--- src/rtl/gray_pattern_sequencer_pkg.sv ---
// Shared types and constants for the Gray pattern sequencer.
// Mode 2 legality follows GRAY_SEQ_BOUNCE_EN.
package gray_seq_pkg;

  typedef enum logic [1:0] {
    IDLE = 2'd0,
    RUN  = 2'd1,
    DONE = 2'd2
  } state_e;

  localparam int MODE_W = 2;

  localparam logic [MODE_W-1:0] MODE_UP     = 2'd0;
  localparam logic [MODE_W-1:0] MODE_DOWN   = 2'd1;
  localparam logic [MODE_W-1:0] MODE_BOUNCE = 2'd2;
  localparam logic [MODE_W-1:0] MODE_RSVD   = 2'd3;

  function automatic logic mode_supported(input logic [MODE_W-1:0] mode);
    logic ok;
    ok = 1'b0;
    case (mode)
      MODE_UP, MODE_DOWN: ok = 1'b1;
`ifdef GRAY_SEQ_BOUNCE_EN
      MODE_BOUNCE:        ok = 1'b1;
`else
      MODE_BOUNCE:        ok = 1'b0;
`endif
      default:            ok = 1'b0;
    endcase
    return ok;
  endfunction

endpackage

--- src/rtl/gray_pattern_sequencer_if.sv ---
// Command and output handshake bundle of the sequencer.
// master drives commands and out_ready, slave is the sequencer itself.
interface gray_pattern_sequencer_if
  import gray_seq_pkg::*;
#(
  parameter int WIDTH  = 12,
  parameter int REPS_W = 8
) ();

  logic              cfg_valid;
  logic              cfg_ready;
  logic [WIDTH-1:0]  cfg_lo;
  logic [WIDTH-1:0]  cfg_hi;
  logic [MODE_W-1:0] cfg_mode;
  logic [REPS_W-1:0] cfg_reps;
  logic              stop;
  logic              out_valid;
  logic              out_ready;
  logic [WIDTH-1:0]  out_bin;
  logic [WIDTH-1:0]  out_gray;
  logic              busy;
  logic              done;
  logic              err;

  modport master (
    output cfg_valid, cfg_lo, cfg_hi, cfg_mode, cfg_reps, stop, out_ready,
    input  cfg_ready, out_valid, out_bin, out_gray, busy, done, err
  );

  modport slave (
    input  cfg_valid, cfg_lo, cfg_hi, cfg_mode, cfg_reps, stop, out_ready,
    output cfg_ready, out_valid, out_bin, out_gray, busy, done, err
  );

endinterface

--- src/rtl/gray_pattern_sequencer_b2g.sv ---
// Combinational binary to reflected-Gray converter.
module Binary2Gray #(
  parameter int WIDTH = 12
) (
  input  logic [WIDTH-1:0] i_bin,
  output logic [WIDTH-1:0] o_gray
);

  assign o_gray = i_bin ^ (i_bin >> 1);

endmodule

--- src/rtl/gray_pattern_sequencer.sv ---
// Bounded up/down/bounce pattern counter with output back-pressure and Gray view.
// Bounce mode is present only when GRAY_SEQ_BOUNCE_EN is defined.
module gray_pattern_sequencer
  import gray_seq_pkg::*;
#(
  parameter int WIDTH  = 12,
  parameter int REPS_W = 8
) (
  input  logic                    clk,
  input  logic                    rst_n,
  gray_pattern_sequencer_if.slave bus
);

  localparam logic [1:0] S_IDLE = IDLE;
  localparam logic [1:0] S_RUN  = RUN;
  localparam logic [1:0] S_DONE = DONE;

  localparam logic [WIDTH-1:0]  BIN_ONE  = WIDTH'(1);
  localparam logic [REPS_W-1:0] PASS_ONE = REPS_W'(1);

  logic [1:0]        r_state;
  logic [WIDTH-1:0]  r_lo;
  logic [WIDTH-1:0]  r_hi;
  logic [WIDTH-1:0]  r_bin;
  logic [MODE_W-1:0] r_mode;
  logic [REPS_W-1:0] r_reps;
  logic [REPS_W-1:0] r_pass;
  logic              r_down;
  logic              r_err;

  logic              w_idle;
  logic              w_run;
  logic              w_cfg_ok;
  logic              w_xfer;
  logic [WIDTH-1:0]  w_next;
  logic              w_next_down;
  logic              w_pass_end;
  logic [REPS_W-1:0] w_pass_inc;
  logic              w_last;
  logic [WIDTH-1:0]  w_start;

  assign w_idle     = (r_state == S_IDLE);
  assign w_run      = (r_state == S_RUN);
  assign w_cfg_ok   = (bus.cfg_lo <= bus.cfg_hi) && mode_supported(bus.cfg_mode);
  assign w_xfer     = w_run && bus.out_ready;
  assign w_pass_inc = r_pass + PASS_ONE;
  assign w_last     = w_pass_end && (r_reps != '0) && (w_pass_inc == r_reps);
  assign w_start    = (bus.cfg_mode == MODE_DOWN) ? bus.cfg_hi : bus.cfg_lo;

  // Next value is chosen by comparing against the bounds before stepping, so
  // the counter can never wrap even when a bound sits at 0 or at all-ones.
  always_comb begin
    w_next      = r_bin;
    w_next_down = r_down;
    w_pass_end  = 1'b0;
    case (r_mode)
      MODE_DOWN: begin
        if (r_bin == r_lo) begin
          w_pass_end = 1'b1;
          w_next     = r_hi;
        end else begin
          w_next = r_bin - BIN_ONE;
        end
      end
`ifdef GRAY_SEQ_BOUNCE_EN
      MODE_BOUNCE: begin
        if (!r_down) begin
          if (r_bin == r_hi) begin
            if (r_lo == r_hi) begin
              w_pass_end = 1'b1;
              w_next     = r_lo;
            end else begin
              w_next      = r_bin - BIN_ONE;
              w_next_down = 1'b1;
            end
          end else begin
            w_next = r_bin + BIN_ONE;
          end
        end else begin
          if (r_bin == r_lo) begin
            w_pass_end  = 1'b1;
            w_next      = r_lo;
            w_next_down = 1'b0;
          end else begin
            w_next = r_bin - BIN_ONE;
          end
        end
      end
`endif
      default: begin
        if (r_bin == r_hi) begin
          w_pass_end = 1'b1;
          w_next     = r_lo;
        end else begin
          w_next = r_bin + BIN_ONE;
        end
      end
    endcase
  end

  // The final beat leaves out_bin on the last delivered value rather than
  // stepping to the next pass start, so IDLE shows what was last consumed.
  always_ff @(posedge clk or negedge rst_n) begin
    if (!rst_n) begin
      r_state <= S_IDLE;
      r_lo    <= '0;
      r_hi    <= '0;
      r_bin   <= '0;
      r_mode  <= MODE_UP;
      r_reps  <= '0;
      r_pass  <= '0;
      r_down  <= 1'b0;
      r_err   <= 1'b0;
    end else begin
      case (r_state)
        S_IDLE: begin
          if (bus.cfg_valid) begin
            if (w_cfg_ok) begin
              r_lo    <= bus.cfg_lo;
              r_hi    <= bus.cfg_hi;
              r_mode  <= bus.cfg_mode;
              r_reps  <= bus.cfg_reps;
              r_bin   <= w_start;
              r_pass  <= '0;
              r_down  <= 1'b0;
              r_err   <= 1'b0;
              r_state <= S_RUN;
            end else begin
              r_err <= 1'b1;
            end
          end
        end
        S_RUN: begin
          if (bus.stop) begin
            r_state <= S_IDLE;
          end else if (w_xfer) begin
            if (w_last) begin
              r_state <= S_DONE;
            end else begin
              r_bin  <= w_next;
              r_down <= w_next_down;
              if (w_pass_end) begin
                r_pass <= w_pass_inc;
              end
            end
          end
        end
        S_DONE:  r_state <= S_IDLE;
        default: r_state <= S_IDLE;
      endcase
    end
  end

  assign bus.cfg_ready = w_idle;
  assign bus.out_valid = w_run;
  assign bus.busy      = w_run;
  assign bus.done      = (r_state == S_DONE);
  assign bus.err       = r_err;
  assign bus.out_bin   = r_bin;

  Binary2Gray #(.WIDTH(WIDTH)) u_b2g (
    .i_bin  (r_bin),
    .o_gray (bus.out_gray)
  );

endmodule
--- src/flat_wrapper.sv ---
// flat-port wrapper written by rule: the top's interface ports become plain ports
module gray_pattern_sequencer_flat import gray_seq_pkg::*;
#(
  parameter int WIDTH  = 12,
  parameter int REPS_W = 8
)
  (clk, rst_n, bus_cfg_valid, bus_cfg_lo, bus_cfg_hi, bus_cfg_mode, bus_cfg_reps, bus_stop, bus_out_ready, bus_cfg_ready, bus_out_valid, bus_out_bin, bus_out_gray, bus_busy, bus_done, bus_err);
  gray_pattern_sequencer_if #(.WIDTH(WIDTH), .REPS_W(REPS_W)) bus_i ();
  input  logic clk;
  input  logic rst_n;
  input wire logic [$bits(bus_i.cfg_valid)-1:0] bus_cfg_valid;
  input wire logic [$bits(bus_i.cfg_lo)-1:0] bus_cfg_lo;
  input wire logic [$bits(bus_i.cfg_hi)-1:0] bus_cfg_hi;
  input wire logic [$bits(bus_i.cfg_mode)-1:0] bus_cfg_mode;
  input wire logic [$bits(bus_i.cfg_reps)-1:0] bus_cfg_reps;
  input wire logic [$bits(bus_i.stop)-1:0] bus_stop;
  input wire logic [$bits(bus_i.out_ready)-1:0] bus_out_ready;
  output wire logic [$bits(bus_i.cfg_ready)-1:0] bus_cfg_ready;
  output wire logic [$bits(bus_i.out_valid)-1:0] bus_out_valid;
  output wire logic [$bits(bus_i.out_bin)-1:0] bus_out_bin;
  output wire logic [$bits(bus_i.out_gray)-1:0] bus_out_gray;
  output wire logic [$bits(bus_i.busy)-1:0] bus_busy;
  output wire logic [$bits(bus_i.done)-1:0] bus_done;
  output wire logic [$bits(bus_i.err)-1:0] bus_err;
  assign bus_i.cfg_valid = bus_cfg_valid;
  assign bus_i.cfg_lo = bus_cfg_lo;
  assign bus_i.cfg_hi = bus_cfg_hi;
  assign bus_i.cfg_mode = bus_cfg_mode;
  assign bus_i.cfg_reps = bus_cfg_reps;
  assign bus_i.stop = bus_stop;
  assign bus_i.out_ready = bus_out_ready;
  assign bus_cfg_ready = bus_i.cfg_ready;
  assign bus_out_valid = bus_i.out_valid;
  assign bus_out_bin = bus_i.out_bin;
  assign bus_out_gray = bus_i.out_gray;
  assign bus_busy = bus_i.busy;
  assign bus_done = bus_i.done;
  assign bus_err = bus_i.err;
  gray_pattern_sequencer #(.WIDTH(WIDTH), .REPS_W(REPS_W)) u_core (.clk(clk), .rst_n(rst_n), .bus(bus_i));
endmodule
--- config.mk ---
export PLATFORM = sky130hd
export DESIGN_NAME = gray_pattern_sequencer_flat
export DESIGN_NICKNAME = d
export VERILOG_FILES = /design/src/rtl/gray_pattern_sequencer_pkg.sv /design/src/rtl/gray_pattern_sequencer_if.sv /design/src/rtl/gray_pattern_sequencer_b2g.sv /design/src/rtl/gray_pattern_sequencer.sv /design/src/flat_wrapper.sv
export SDC_FILE = /design/constraint.sdc
export NUM_CORES = 1
export LEC_CHECK = 0
export CORE_MARGIN = 4
export CORE_UTILIZATION = 50
export CTS_CLUSTER_DIAMETER = 40
export CTS_CLUSTER_SIZE = 30
export DETAILED_ROUTE_END_ITERATION = 12
export MAX_ROUTING_LAYER = met4
export PLACE_DENSITY = 0.85
export SLEW_MARGIN = 5
export SYNTH_ARGS = -nofsm -noshare
export SYNTH_HDL_FRONTEND = slang
export SYNTH_SLANG_ARGS = --single-unit
--- constraint.sdc ---
create_clock -name clk -period 5 [get_ports clk]
set_input_delay 1 -clock clk [delete_from_list [all_inputs] [get_ports clk]]
set_output_delay 1 -clock clk [all_outputs]
set_load 0.005 [all_outputs]
==> flow_metrics.env <==
export IMPL_finalNonFillerCells=611
export IMPL_wl_per_cell_um=18.9
export IMPL_drv_cap=0
export IMPL_postSynthCellCount=445
export IMPL_hold_buffers=0
export IMPL_setup_tns_ns=0
export IMPL_drv_slew=0
export IMPL_via_count=3666
export IMPL_cp_top_family="compound AO/OA/AOI/OAI gates"
export IMPL_cp_buffers_inverters=2
export IMPL_cts_tree="yes"
export IMPL_relSlewSlack_pct=42.8
export IMPL_ios=68
export IMPL_p_per_area_mw_per_mm2=491
export IMPL_synth_edff_count=0
export IMPL_clock_sinks=57
export IMPL_syn_area_mm2=0.00430
export IMPL_fin_crit_ns=3.83
export IMPL_crit_chain="clkdlybuf4s50_1 -> inv_1 -> ha_1 -> a21oi_1 -> nand2_1 -> a21oi_1 -> a31oi_1 -> o21bai_1 -> and3_1 -> mux2_4"
export IMPL_required_ns=5.22
export IMPL_antenna_cells=0
export IMPL_track_usage_pct=24.0
export IMPL_clk_latency_ns=0.34
export IMPL_tightest_slew_ns=0.859
export IMPL_power_total_uw=2570
export IMPL_grt_pass1_vias=3438
export IMPL_antenna_found_initial=0
export IMPL_clk_path_buf_depth=2
export IMPL_crit_slowest_cell="and3_1"
export IMPL_synthDistinctLibCells=55
export IMPL_start_util_pct=51.9
export IMPL_setup_viol=0
export IMPL_critPathCaptureType="register"
export IMPL_portBuffers=67
export IMPL_synth_avg_cell_area_um2=9.67
export IMPL_hold_viol=0
export IMPL_yosys_warnings=0
export IMPL_area_growth_pct=21.3
export IMPL_crit_top_cell="a21oi_1"
export IMPL_placed_cells=595
export IMPL_cp_arrival_ns=4.05
export IMPL_critPathLaunchType="input port"
export IMPL_coreArea_mm2=0.00830
export IMPL_fmax_mhz=261
export IMPL_rsz0062_at_grt="false"
export IMPL_irDropWorstVdd_uv=198
export IMPL_skew_ns=0.0149
export IMPL_cpPeakStageDelay_ns=0.69
export IMPL_nNetsFinal=575
export IMPL_grt_pass1_wl_mm=18.4
export IMPL_cts_resized=0
export IMPL_viasPerCell=6.00
export IMPL_die_w_um=101
export IMPL_critPathMaxFanout=12
export IMPL_die_h_um=101
export IMPL_design_die_area_mm2=0.0102
export IMPL_status="completed"
export IMPL_grt_max_degree=58
export IMPL_timing_setup_critical_path_class="in2reg"
export IMPL_dp_hpwl_mm=8.83
export IMPL_h_tree_depth=3
export IMPL_synth_seq_area_share_pct=33.1
export IMPL_ant_nets=0
export IMPL_cts_clk_slew_worst_paths_ns=0.07
export IMPL_ys_ff_latch=57
export IMPL_fp_row_count=33
export IMPL_drive_gt1_share_pct=12.1
export IMPL_clock_root_buffer="clkbuf_8"
export IMPL_p_leak_uw=0.00229
export IMPL_hold_path_class="reg2reg"
export IMPL_grt_ovfl_total=0
export IMPL_place_gp_congestion=0.933
export IMPL_synthFlopType="dfrtp_1"
export IMPL_firstDrtPassIters=7
export IMPL_fin_crit_sh_pct=76.6
export IMPL_drt_initial_drc_count=314
export IMPL_synthArstFlopShare_pct=100
export IMPL_syn_num_nets=519
export IMPL_routed_wl_mm=11.5
export IMPL_numCtsBuffers=9
export IMPL_postCtsSetupBuffers=0
export IMPL_drt_drc_violations_left=0
[cells by family after synthesis]
kind of cell               Yosys count  share of synthesized area, %
and+or+nand+nor                    108                          13.8
AOI/OAI and AO/OA                   79                          11.9
muxes                               60                          14.9
buffers and inverters               57                          6.13
DFF                                 57                          33.1
xor gates and xnor gates            49                          9.97
adders and majority gates           35                          10.2
[synth_stat cells (2+ instances only)]
| master | number | area, µm² |
|---|---|---|
| buf_1 | 2 | 7.51 |
| o21ai_0 | 18 | 90.1 |
| and3_1 | 7 | 43.8 |
| inv_1 | 30 | 113 |
| a21boi_0 | 2 | 15.0 |
| a21oi_1 | 19 | 95.1 |
| nand4_1 | 7 | 43.8 |
| nand3_1 | 11 | 55.1 |
| ha_1 | 35 | 438 |
| o31ai_1 | 2 | 15.0 |
| o211ai_1 | 8 | 60.1 |
| clkbuf_1 | 12 | 45.0 |
| buf_4 | 5 | 37.5 |
| dfrtp_1 | 57 | 1430 |
| nand2b_1 | 7 | 43.8 |
| mux2_2 | 29 | 327 |
| a221oi_1 | 4 | 35.0 |
| buf_2 | 6 | 30.0 |
| xnor2_1 | 29 | 254 |
| nor4_1 | 4 | 25.0 |
| nor3_1 | 7 | 35.0 |
| nand3b_1 | 3 | 22.5 |
| mux2i_1 | 30 | 300 |
| or3_1 | 3 | 18.8 |
| nor2b_1 | 4 | 25.0 |
| a221o_1 | 2 | 20.0 |
| nor2_1 | 18 | 67.6 |
| xor2_1 | 20 | 175 |
| a31oi_1 | 12 | 75.1 |
| and4_1 | 2 | 17.5 |
| nand2_1 | 26 | 97.6 |
[stage by stage]
step                      util (%)  cell area, µm²  hold slack (ns)  setup slack [ns]
after floorplan                  -            4300            0.471              2.09
after global placement        60.2            4990            0.479             0.995
after detailed placement      60.2            4990            0.503             0.874
after CTS                     62.9            5220            0.513              1.24
after global routing          62.9            5220            0.520              1.07
final                         62.9            5220            0.516              1.17
[layout make-up]
type	instances	area (µm²)
clock buffers	10	138
clock inverters	6	88.8
fillers	666	3080
inverters	30	113
multi-input cells	331	2620
flip-flops and latches	57	1430
well taps	105	131
repair buffers	72	703
[routing by layer]
| layer | vias up | routed length, µm | track usage [%] | share of wire (%) |
|---|---|---|---|---|
| li1 | 1689 | - | - | - |
| met1 | 1792 | 5230 | 35.1 | 45 |
| met2 | 166 | 5210 | 33.7 | 45 |
| met3 | 19 | 911 | 4.29 | 7.9 |
| met4 | 0 | 192 | 6.94 | 1.7 |
| met5 | - | 0 | - | 0 |
[layout by cell type, fill, tap and decap left out, types with 5 or more instances in the layout]
| master | count |
|---|---|
| and3_1 | 7 |
| clkdlybuf4s50_1 | 66 |
| xnor2_1 | 29 |
| nor3_1 | 7 |
| mux2i_1 | 30 |
| mux2_2 | 29 |
| buf_4 | 5 |
| inv_1 | 30 |
| nand2_1 | 26 |
| xor2_1 | 20 |
| nand2b_1 | 7 |
| ha_1 | 35 |
| nand4_1 | 7 |
| a21oi_1 | 19 |
| a31oi_1 | 12 |
| dfrtp_1 | 57 |
| clkbuf_8 | 10 |
| nand3_1 | 11 |
| o21ai_0 | 18 |
| o211ai_1 | 8 |
| nor2_1 | 17 |
[worst register-to-register path, delay by kind of cell (launching register included)]
family                 cells  cell delay [ns]
flip-flops                 1             0.39
AND/OR/NAND/NOR            3             1.43
buffers and inverters      1             0.66
AO/OA/AOI/OAI              1             0.28
multiplexers               1             0.35
[sequential cells by signal, indices dropped and copies added (netlist names)]
signal,cells
u_core.r_state,2
u_core.r_hi,12
u_core.r_lo,12
u_core.bus.err,1
u_core.r_pass,8
u_core.r_reps,8
u_core.bus.out_bin,12
u_core.r_mode,2
[power by group]
part | internal, µW | switching (µW)
combinational | 678 | 546
sequential | 593 | 254
clock | 295 | 200
total | 1570 | 1000
[final timing paths]
check	start	endpoint	slack (ns)	depth (start not counted)
setup / recovery	bus_cfg_hi[10]	u_core.bus.out_bin[11]	1.17	10
hold / removal	u_core.r_pass[7]	u_core.r_pass[7]	0.52	1
setup reg to reg	u_core.r_state[1]	u_core.bus.out_bin[11]	1.77	6
hold reg to reg	u_core.r_pass[7]	u_core.r_pass[7]	0.52	1
max in group asynchronous	rst_n	u_core.bus.out_bin[3]	3.71	2
min in group asynchronous	rst_n	u_core.r_lo[10]	0.79	2
Note: power is estimated with default switching activity, not from simulation.
